$ cat src/rtl/dmem_arbiter.sv
// dmem_arbiter: two-port round-robin arbiter and sequencer for the 32-word
// Data_Memory. Port 0 is the pipeline MEM stage, port 1 the debug/loader port.
// Each access runs IDLE -> ISSUE -> RESP -> IDLE (three cycles, no overlap).
// Optional feature macro: DMEM_ARB_RANGE_CHK_EN (out-of-range addresses are
// suppressed and flagged through err_o instead of wrapping).
module dmem_arbiter #(
    parameter int DEPTH_W = 5,
    parameter int DATA_W  = 32
) (
    input  logic              clk_i,
    input  logic              rst_i,
    input  logic [1:0]        req_i,
    input  logic [1:0]        we_i,
    input  logic [DATA_W-1:0] addr0_i,
    input  logic [DATA_W-1:0] wdata0_i,
    input  logic [DATA_W-1:0] addr1_i,
    input  logic [DATA_W-1:0] wdata1_i,
    output logic [1:0]        ack_o,
    output logic [DATA_W-1:0] rdata_o,
    output logic              err_o,
    output logic              busy_o,
    output logic              mem_write_o,
    output logic              mem_read_o,
    output logic [DATA_W-1:0] mem_addr_o,
    output logic [DATA_W-1:0] mem_data_o,
    input  logic [DATA_W-1:0] mem_data_i
);

    typedef enum logic [1:0] {
        ST_IDLE  = 2'd0,
        ST_ISSUE = 2'd1,
        ST_RESP  = 2'd2
    } state_t;

    state_t            state_r;
    state_t            state_s;
    logic              last_grant_r;
    logic              id_r;
    logic              we_lat_r;
    logic              range_err_r;
    logic              mem_write_r;
    logic              mem_read_r;
    logic [DATA_W-1:0] mem_addr_r;
    logic [DATA_W-1:0] mem_data_r;
    logic [1:0]        ack_r;
    logic              err_r;
    logic [DATA_W-1:0] rdata_hold_r;

    logic              grant_s;
    logic              start_s;
    logic              we_sel_s;
    logic              range_err_s;
    logic              unused_addr_s;
    logic [DATA_W-1:0] addr_sel_s;
    logic [DATA_W-1:0] wdata_sel_s;

    // Winner selection: single requester wins, a tie goes to the port not granted last.
    always_comb begin
        grant_s     = 1'b0;
        addr_sel_s  = addr0_i;
        wdata_sel_s = wdata0_i;
        we_sel_s    = we_i[0];
        case (req_i)
            2'b01:   grant_s = 1'b0;
            2'b10:   grant_s = 1'b1;
            2'b11:   grant_s = ~last_grant_r;
            default: grant_s = 1'b0;
        endcase
        if (grant_s) begin
            addr_sel_s  = addr1_i;
            wdata_sel_s = wdata1_i;
            we_sel_s    = we_i[1];
        end else begin
            addr_sel_s  = addr0_i;
            wdata_sel_s = wdata0_i;
            we_sel_s    = we_i[0];
        end
    end

`ifdef DMEM_ARB_RANGE_CHK_EN
    assign range_err_s = |addr_sel_s[DATA_W-1:DEPTH_W+2];
`else
    assign range_err_s = 1'b0;
`endif

    // Byte-offset bits never reach the memory; upper bits only matter for the range check.
    assign unused_addr_s = ^{addr_sel_s[1:0], addr_sel_s[DATA_W-1:DEPTH_W+2]};

    assign start_s = (state_r == ST_IDLE) && (req_i != 2'b00);

    // Next-state logic of the three-phase sequencer.
    always_comb begin
        state_s = state_r;
        case (state_r)
            ST_IDLE: begin
                if (start_s) begin
                    state_s = ST_ISSUE;
                end else begin
                    state_s = ST_IDLE;
                end
            end
            ST_ISSUE: state_s = ST_RESP;
            ST_RESP:  state_s = ST_IDLE;
            default:  state_s = ST_IDLE;
        endcase
    end

    // State register and round-robin history (updated when a grant enters ISSUE).
    always_ff @(posedge clk_i) begin
        if (rst_i) begin
            state_r      <= ST_IDLE;
            last_grant_r <= 1'b1;
        end else begin
            state_r <= state_s;
            if (start_s) begin
                last_grant_r <= grant_s;
            end
        end
    end

    // Latch the winning request and drive the memory strobes for exactly the ISSUE cycle.
    always_ff @(posedge clk_i) begin
        if (rst_i) begin
            id_r        <= 1'b0;
            we_lat_r    <= 1'b0;
            range_err_r <= 1'b0;
            mem_write_r <= 1'b0;
            mem_read_r  <= 1'b0;
            mem_addr_r  <= {DATA_W{1'b0}};
            mem_data_r  <= {DATA_W{1'b0}};
        end else begin
            mem_write_r <= start_s & we_sel_s & ~range_err_s;
            mem_read_r  <= start_s & ~we_sel_s & ~range_err_s;
            if (start_s) begin
                id_r        <= grant_s;
                we_lat_r    <= we_sel_s;
                range_err_r <= range_err_s;
                mem_addr_r  <= {{(DATA_W-DEPTH_W){1'b0}}, addr_sel_s[DEPTH_W+1:2]};
                mem_data_r  <= wdata_sel_s;
            end
        end
    end

    // Completion pulse and error flag, raised for the RESP cycle only.
    always_ff @(posedge clk_i) begin
        if (rst_i) begin
            ack_r <= 2'b00;
            err_r <= 1'b0;
        end else if (state_r == ST_ISSUE) begin
            ack_r <= id_r ? 2'b10 : 2'b01;
            err_r <= range_err_r;
        end else begin
            ack_r <= 2'b00;
            err_r <= 1'b0;
        end
    end

    // Read data: memory output during a read RESP, otherwise the last delivered value.
    always_comb begin
        rdata_o = rdata_hold_r;
        if ((state_r == ST_RESP) && !we_lat_r) begin
            if (range_err_r) begin
                rdata_o = {DATA_W{1'b0}};
            end else begin
                rdata_o = mem_data_i;
            end
        end else begin
            rdata_o = rdata_hold_r;
        end
    end

    // Keep the delivered read data stable between responses.
    always_ff @(posedge clk_i) begin
        if (rst_i) begin
            rdata_hold_r <= {DATA_W{1'b0}};
        end else if (state_r == ST_RESP) begin
            rdata_hold_r <= rdata_o;
        end
    end

    assign ack_o       = ack_r;
    assign err_o       = err_r;
    assign busy_o      = (state_r != ST_IDLE);
    assign mem_write_o = mem_write_r;
    assign mem_read_o  = mem_read_r;
    assign mem_addr_o  = mem_addr_r;
    assign mem_data_o  = mem_data_r;

endmodule

$ cat config.mk
export PLATFORM = sky130hd
export DESIGN_NAME = dmem_arbiter
export DESIGN_NICKNAME = d
export VERILOG_FILES = /design/src/rtl/dmem_arbiter.sv
export SDC_FILE = /design/constraint.sdc
export NUM_CORES = 1
export LEC_CHECK = 0
export ABC_AREA = 1
export BUFFER_PORTS_ARGS = -buffer_cell sky130_fd_sc_hd__buf_4
export CAP_MARGIN = 20
export CORE_ASPECT_RATIO = 1.2
export CORE_MARGIN = 4
export CORE_UTILIZATION = 44
export CTS_CLUSTER_DIAMETER = 80
export CTS_CLUSTER_SIZE = 8
export DETAILED_ROUTE_END_ITERATION = 12
export GPL_TIMING_DRIVEN = 0
export PLACE_DENSITY = 0.82
export RECOVER_POWER = 25
export REMOVE_ABC_BUFFERS = 1
export SKIP_LAST_GASP = 1
export SYNTH_ARGS = -nofsm -noshare
export SYNTH_HDL_FRONTEND = slang
export SYNTH_SLANG_ARGS = --single-unit
export TNS_END_PERCENT = 5
$ cat constraint.sdc
create_clock -name clk_i -period 1.6 [get_ports clk_i]
set_clock_uncertainty 0.15 [all_clocks]
set_input_delay 0.08 -clock clk_i [delete_from_list [all_inputs] [get_ports clk_i]]
set_output_delay 0.08 -clock clk_i [all_outputs]
set_load 0.01 [all_outputs]
==> impl_metrics.csv <==
group,metric,value,unit
finish,syn_to_final_growth,67.7,%
global_route,antenna_found_initial,0,
die,die_area,11500,um2
yosys,postSynth.asyncResetShare,0,%
global_route,grt_pass1_wl,24.0,mm
critical_path,crit_fanout,7,
outcome,violated_checks,"negative setup slack",
routing,drtPass1Iterations,5,
die,fp-row-count,39,
timing,fmax,548,MHz
power,power.share.sequential,36.5,%
routing,detail_route.iter0.violations,305,
yosys,yosys_warnings,0,
finish,nNetsFinal,1145,
critical_path,worst-r2r-setup-slack,-0.08,ns
routing,routed_wirelength,17.7,mm
timing,worst-slew-pin-transition,0.741,ns
die,design.portCount,268,
global_route,grt_max_degree,80,
yosys,ys_top_cells_by_area,"sky130_fd_sc_hd__dfxtp_1, sky130_fd_sc_hd__nand2_1, sky130_fd_sc_hd__inv_1, sky130_fd_sc_hd__nor2_1, sky130_fd_sc_hd__buf_4",
clock_tree,clock_tree_from_tritoncts,"done",
clock_tree,htreeDepth,3,
die,fp.coreArea,9560,um2
timing,postLayoutSetupSlackWorst,-0.225,ns
run,timing.max_cap.violations,0,
routing,via_per_instance_ratio,4.75,
routing,routed_wire_length_per_instance,16.0,um
critical_path,start_kind,"register",
yosys,flop_and_latch_count_out_of_synthesis,78,
power,cellInternalPower,4100,uW
clock_tree,path_clk_slew,0.06,ns
global_route,grt_util_met2,47.4,%
global_route,met3_use_gr,7.59,%
critical_path,crit-reg2reg-capture,"rdata_hold_r[26]$_SDFFE_PP0N_",
yosys,synth_top_cell_area_share,36.1,%
power,irDropWorstVdd,505,uV
power,power.combinational.fraction,33.0,%
yosys,postSynth.topFlopCell,"sky130_fd_sc_hd__dfxtp_1",
critical_path,r2r_cells,9,
hold_path,min-delay-path-class,"input port to register",
yosys,synth.largest_area_cell,"sky130_fd_sc_hd__dfxtp_1",
critical_path,worst_ep_required_time,1.37,ns
routing,remaining_drc_errors,0,
finish,antenna_cells_inserted,0,
power,switching_share_of_power,32.2,%
routing,ant_nets,0,
power,total_power,6050,uW
yosys,ys_seq_area_share,36.1,%
critical_path,crit_path_end_kind,"output pin",
power,power.density_cell_area,834,nW/um2
yosys,netlist_instances,697,
finish,drive_gt1_share,26.9,%
timing,slew_limit_headroom,50.6,%
yosys,mapped_cell_area,4320,um2
critical_path,cp_launch_point,"we_lat_r$_SDFFE_PP0P_",
placed_design,post-dp-hpwl,7.79,mm
finish,fin_area,7250,um2
global_route,grt_overflow_total,0,
power,power_leakage,0.00400,uW
finish,fillerInstances,641,
routing,vias,5261,
critical_path,critical_path.reg2reg.startpoint,"state_r[1]$_SDFF_PP0_",
die,die_h,117,um
timing,fin_tns_setup,-5.77,ns
critical_path,timing.critical_path.arrival,1.60,ns
placed_design,place_ws,-0.635,ns
yosys,synthDistinctLibCells,20,
outcome,run_status,"complete, but fails checks",
clock_tree,ctsRootBufferMaster,"sky130_fd_sc_hd__clkbuf_16",
clock_tree,cts_buffers,9,
yosys,synthMostInstantiatedCell,"sky130_fd_sc_hd__nand2_1",
timing,drv_slew,0,
placed_design,place.gp.congestion,0.759,
timing,final-setup-viol-count,44,
global_route,grt_util_all_layers,26.0,%
clock_tree,worst_skew_pair.late_latency,0.33,ns
critical_path,worstSetupPathType,"register to output pin",
timing,post_route_minimum_period,1.83,ns
timing,unrepaired_setup_endpoints_after_global_routing,"true",
yosys,synth-edff-count,0,
finish,final_core_utilization,75.8,%
clock_tree,tritoncts_num_sinks,78,
global_route,grtUsageMet1,28.2,%
placed_design,buffer_ports.inserted,185,
yosys,synth.cells.most_frequent,"sky130_fd_sc_hd__nand2_1, sky130_fd_sc_hd__inv_1, sky130_fd_sc_hd__nor2_1, sky130_fd_sc_hd__dfxtp_1, sky130_fd_sc_hd__nand3_1",
timing,final.period_utilization,114,%
global_route,global_route.peak_usage_layer,"met2",
yosys,syn_avg_cell_area,6.20,um2
critical_path,cp-endpoint,"rdata_o[28]",
die,initial_utilization,45.2,%
power,power_switching,1940,uW
power,power.share.clock,30.6,%
placed_design,placed_area,5620,um2
timing,timing_hold_violations_final,0,
global_route,vias_in_the_first_global_route,4896,
die,die_width,98.5,um
clock_tree,maximum_root_to_sink_buffer_count,2,
-- critical path, cell delays in order, from the launching register on --
cell	delay [ns]
sky130_fd_sc_hd__dfxtp_4	0.37
sky130_fd_sc_hd__nor3_4	0.24
sky130_fd_sc_hd__buf_6	0.18
sky130_fd_sc_hd__buf_16	0.16
sky130_fd_sc_hd__nand2_4	0.05
sky130_fd_sc_hd__nand2_2	0.09
sky130_fd_sc_hd__inv_2	0.05
sky130_fd_sc_hd__buf_6	0.11
-- metal layers --
layer | part of all wire, % | up-vias
met5 | 0 | -
met4 | 3.6 | 0
met3 | 11 | 60
met2 | 49 | 348
met1 | 36 | 2332
li1 | - | 2521
-- cell families (layout without fill, tap and decap cells) --
group,count (synthesis),after routing,share of synthesized area (%)
buffers and inverters,205,463,22.8
other,1,28,0.0868
AOI/OAI and AO/OA,39,39,6.75
and+or+nand+nor,374,376,34.3
DFF,78,78,36.1
-- flip-flops by register name (all words and copies together) (netlist names) --
signal and cells:
ack_o 2, id_r 1, last_grant_r 1, mem_addr_o 5, mem_data_o 32, mem_read_o 1
mem_write_o 1, rdata_hold_r 32, state_r 2, we_lat_r 1
-- per-stage QoR --
step                      instances  hold slack [ns]
final                          1107          0.00756
after CTS                      1094        0.0000594
after global placement          966            0.239
after floorplan                 658        -0.000934
after global routing           1107           0.0126
after detailed placement        970            0.249
-- worst min-delay path by stage --
stage                         from                       endpoint  slack (ns)  cells after the start
floorplan                    rst_i              id_r$_SDFFE_PP0P_     -0.0009                      1
global route           wdata0_i[8]     mem_data_o[8]$_SDFFE_PP0P_        0.01                      4
finish                wdata0_i[21]    mem_data_o[21]$_SDFFE_PP0P_       0.008                      4
detailed placement  mem_data_i[11]  rdata_hold_r[11]$_SDFFE_PP0N_        0.25                      5
CTS                   wdata0_i[24]    mem_data_o[24]$_SDFFE_PP0P_     0.00006                      4
global placement           we_i[0]          mem_read_o$_SDFF_PP0_        0.24                      4
-- area by class of cell --
| cell class | instances | area [um2] | share of cell area [%] |
|---|---|---|---|
| Inverter | 139 | 524 | 7.23 |
| Sequential cell | 78 | 1570 | 21.6 |
| Tap cell | 123 | 154 | 2.12 |
| Timing Repair Buffer | 308 | 2660 | 36.7 |
| Clock buffer | 11 | 233 | 3.21 |
| Multi-Input combinational cell | 443 | 2080 | 28.6 |
| Clock inverter | 5 | 36.3 | 0.501 |
-- cells in the final DEF, fill, tap and decap left out, drive strengths merged --
cell / instances
nor2: 114
nand3: 42
clkbuf: 33
conb: 28
dlygate4sd3: 98
clkinvlp: 3
a21oi: 1
nor3: 2
a21boi: 37
nand2: 218
inv: 139
clkinv: 2
buf: 188
o21ai: 1
dfxtp: 78
-- repair_timing --
item | 4_1_cts | 5_1_grt
cloned | 2 | 2
hold endpoints to repair | 71 | 0
pin swaps | 4 | 19
hold buffers | 98 | 0
setup buffers | 8 | 12
resized for setup | 18 | 69
setup endpoints to repair | 101 | 70
-- power by group through the flow --
stage | registers, uW | clock network (uW) | logic, uW
floorplan | 2280 | 0 | 700
global placement | 2220 | 0 | 1450
detailed placement | 2240 | 0 | 1500
CTS | 2190 | 1870 | 1780
global route | 2220 | 1950 | 2150
finish | 2210 | 1850 | 1990
Power figures use the tool's default switching activity.
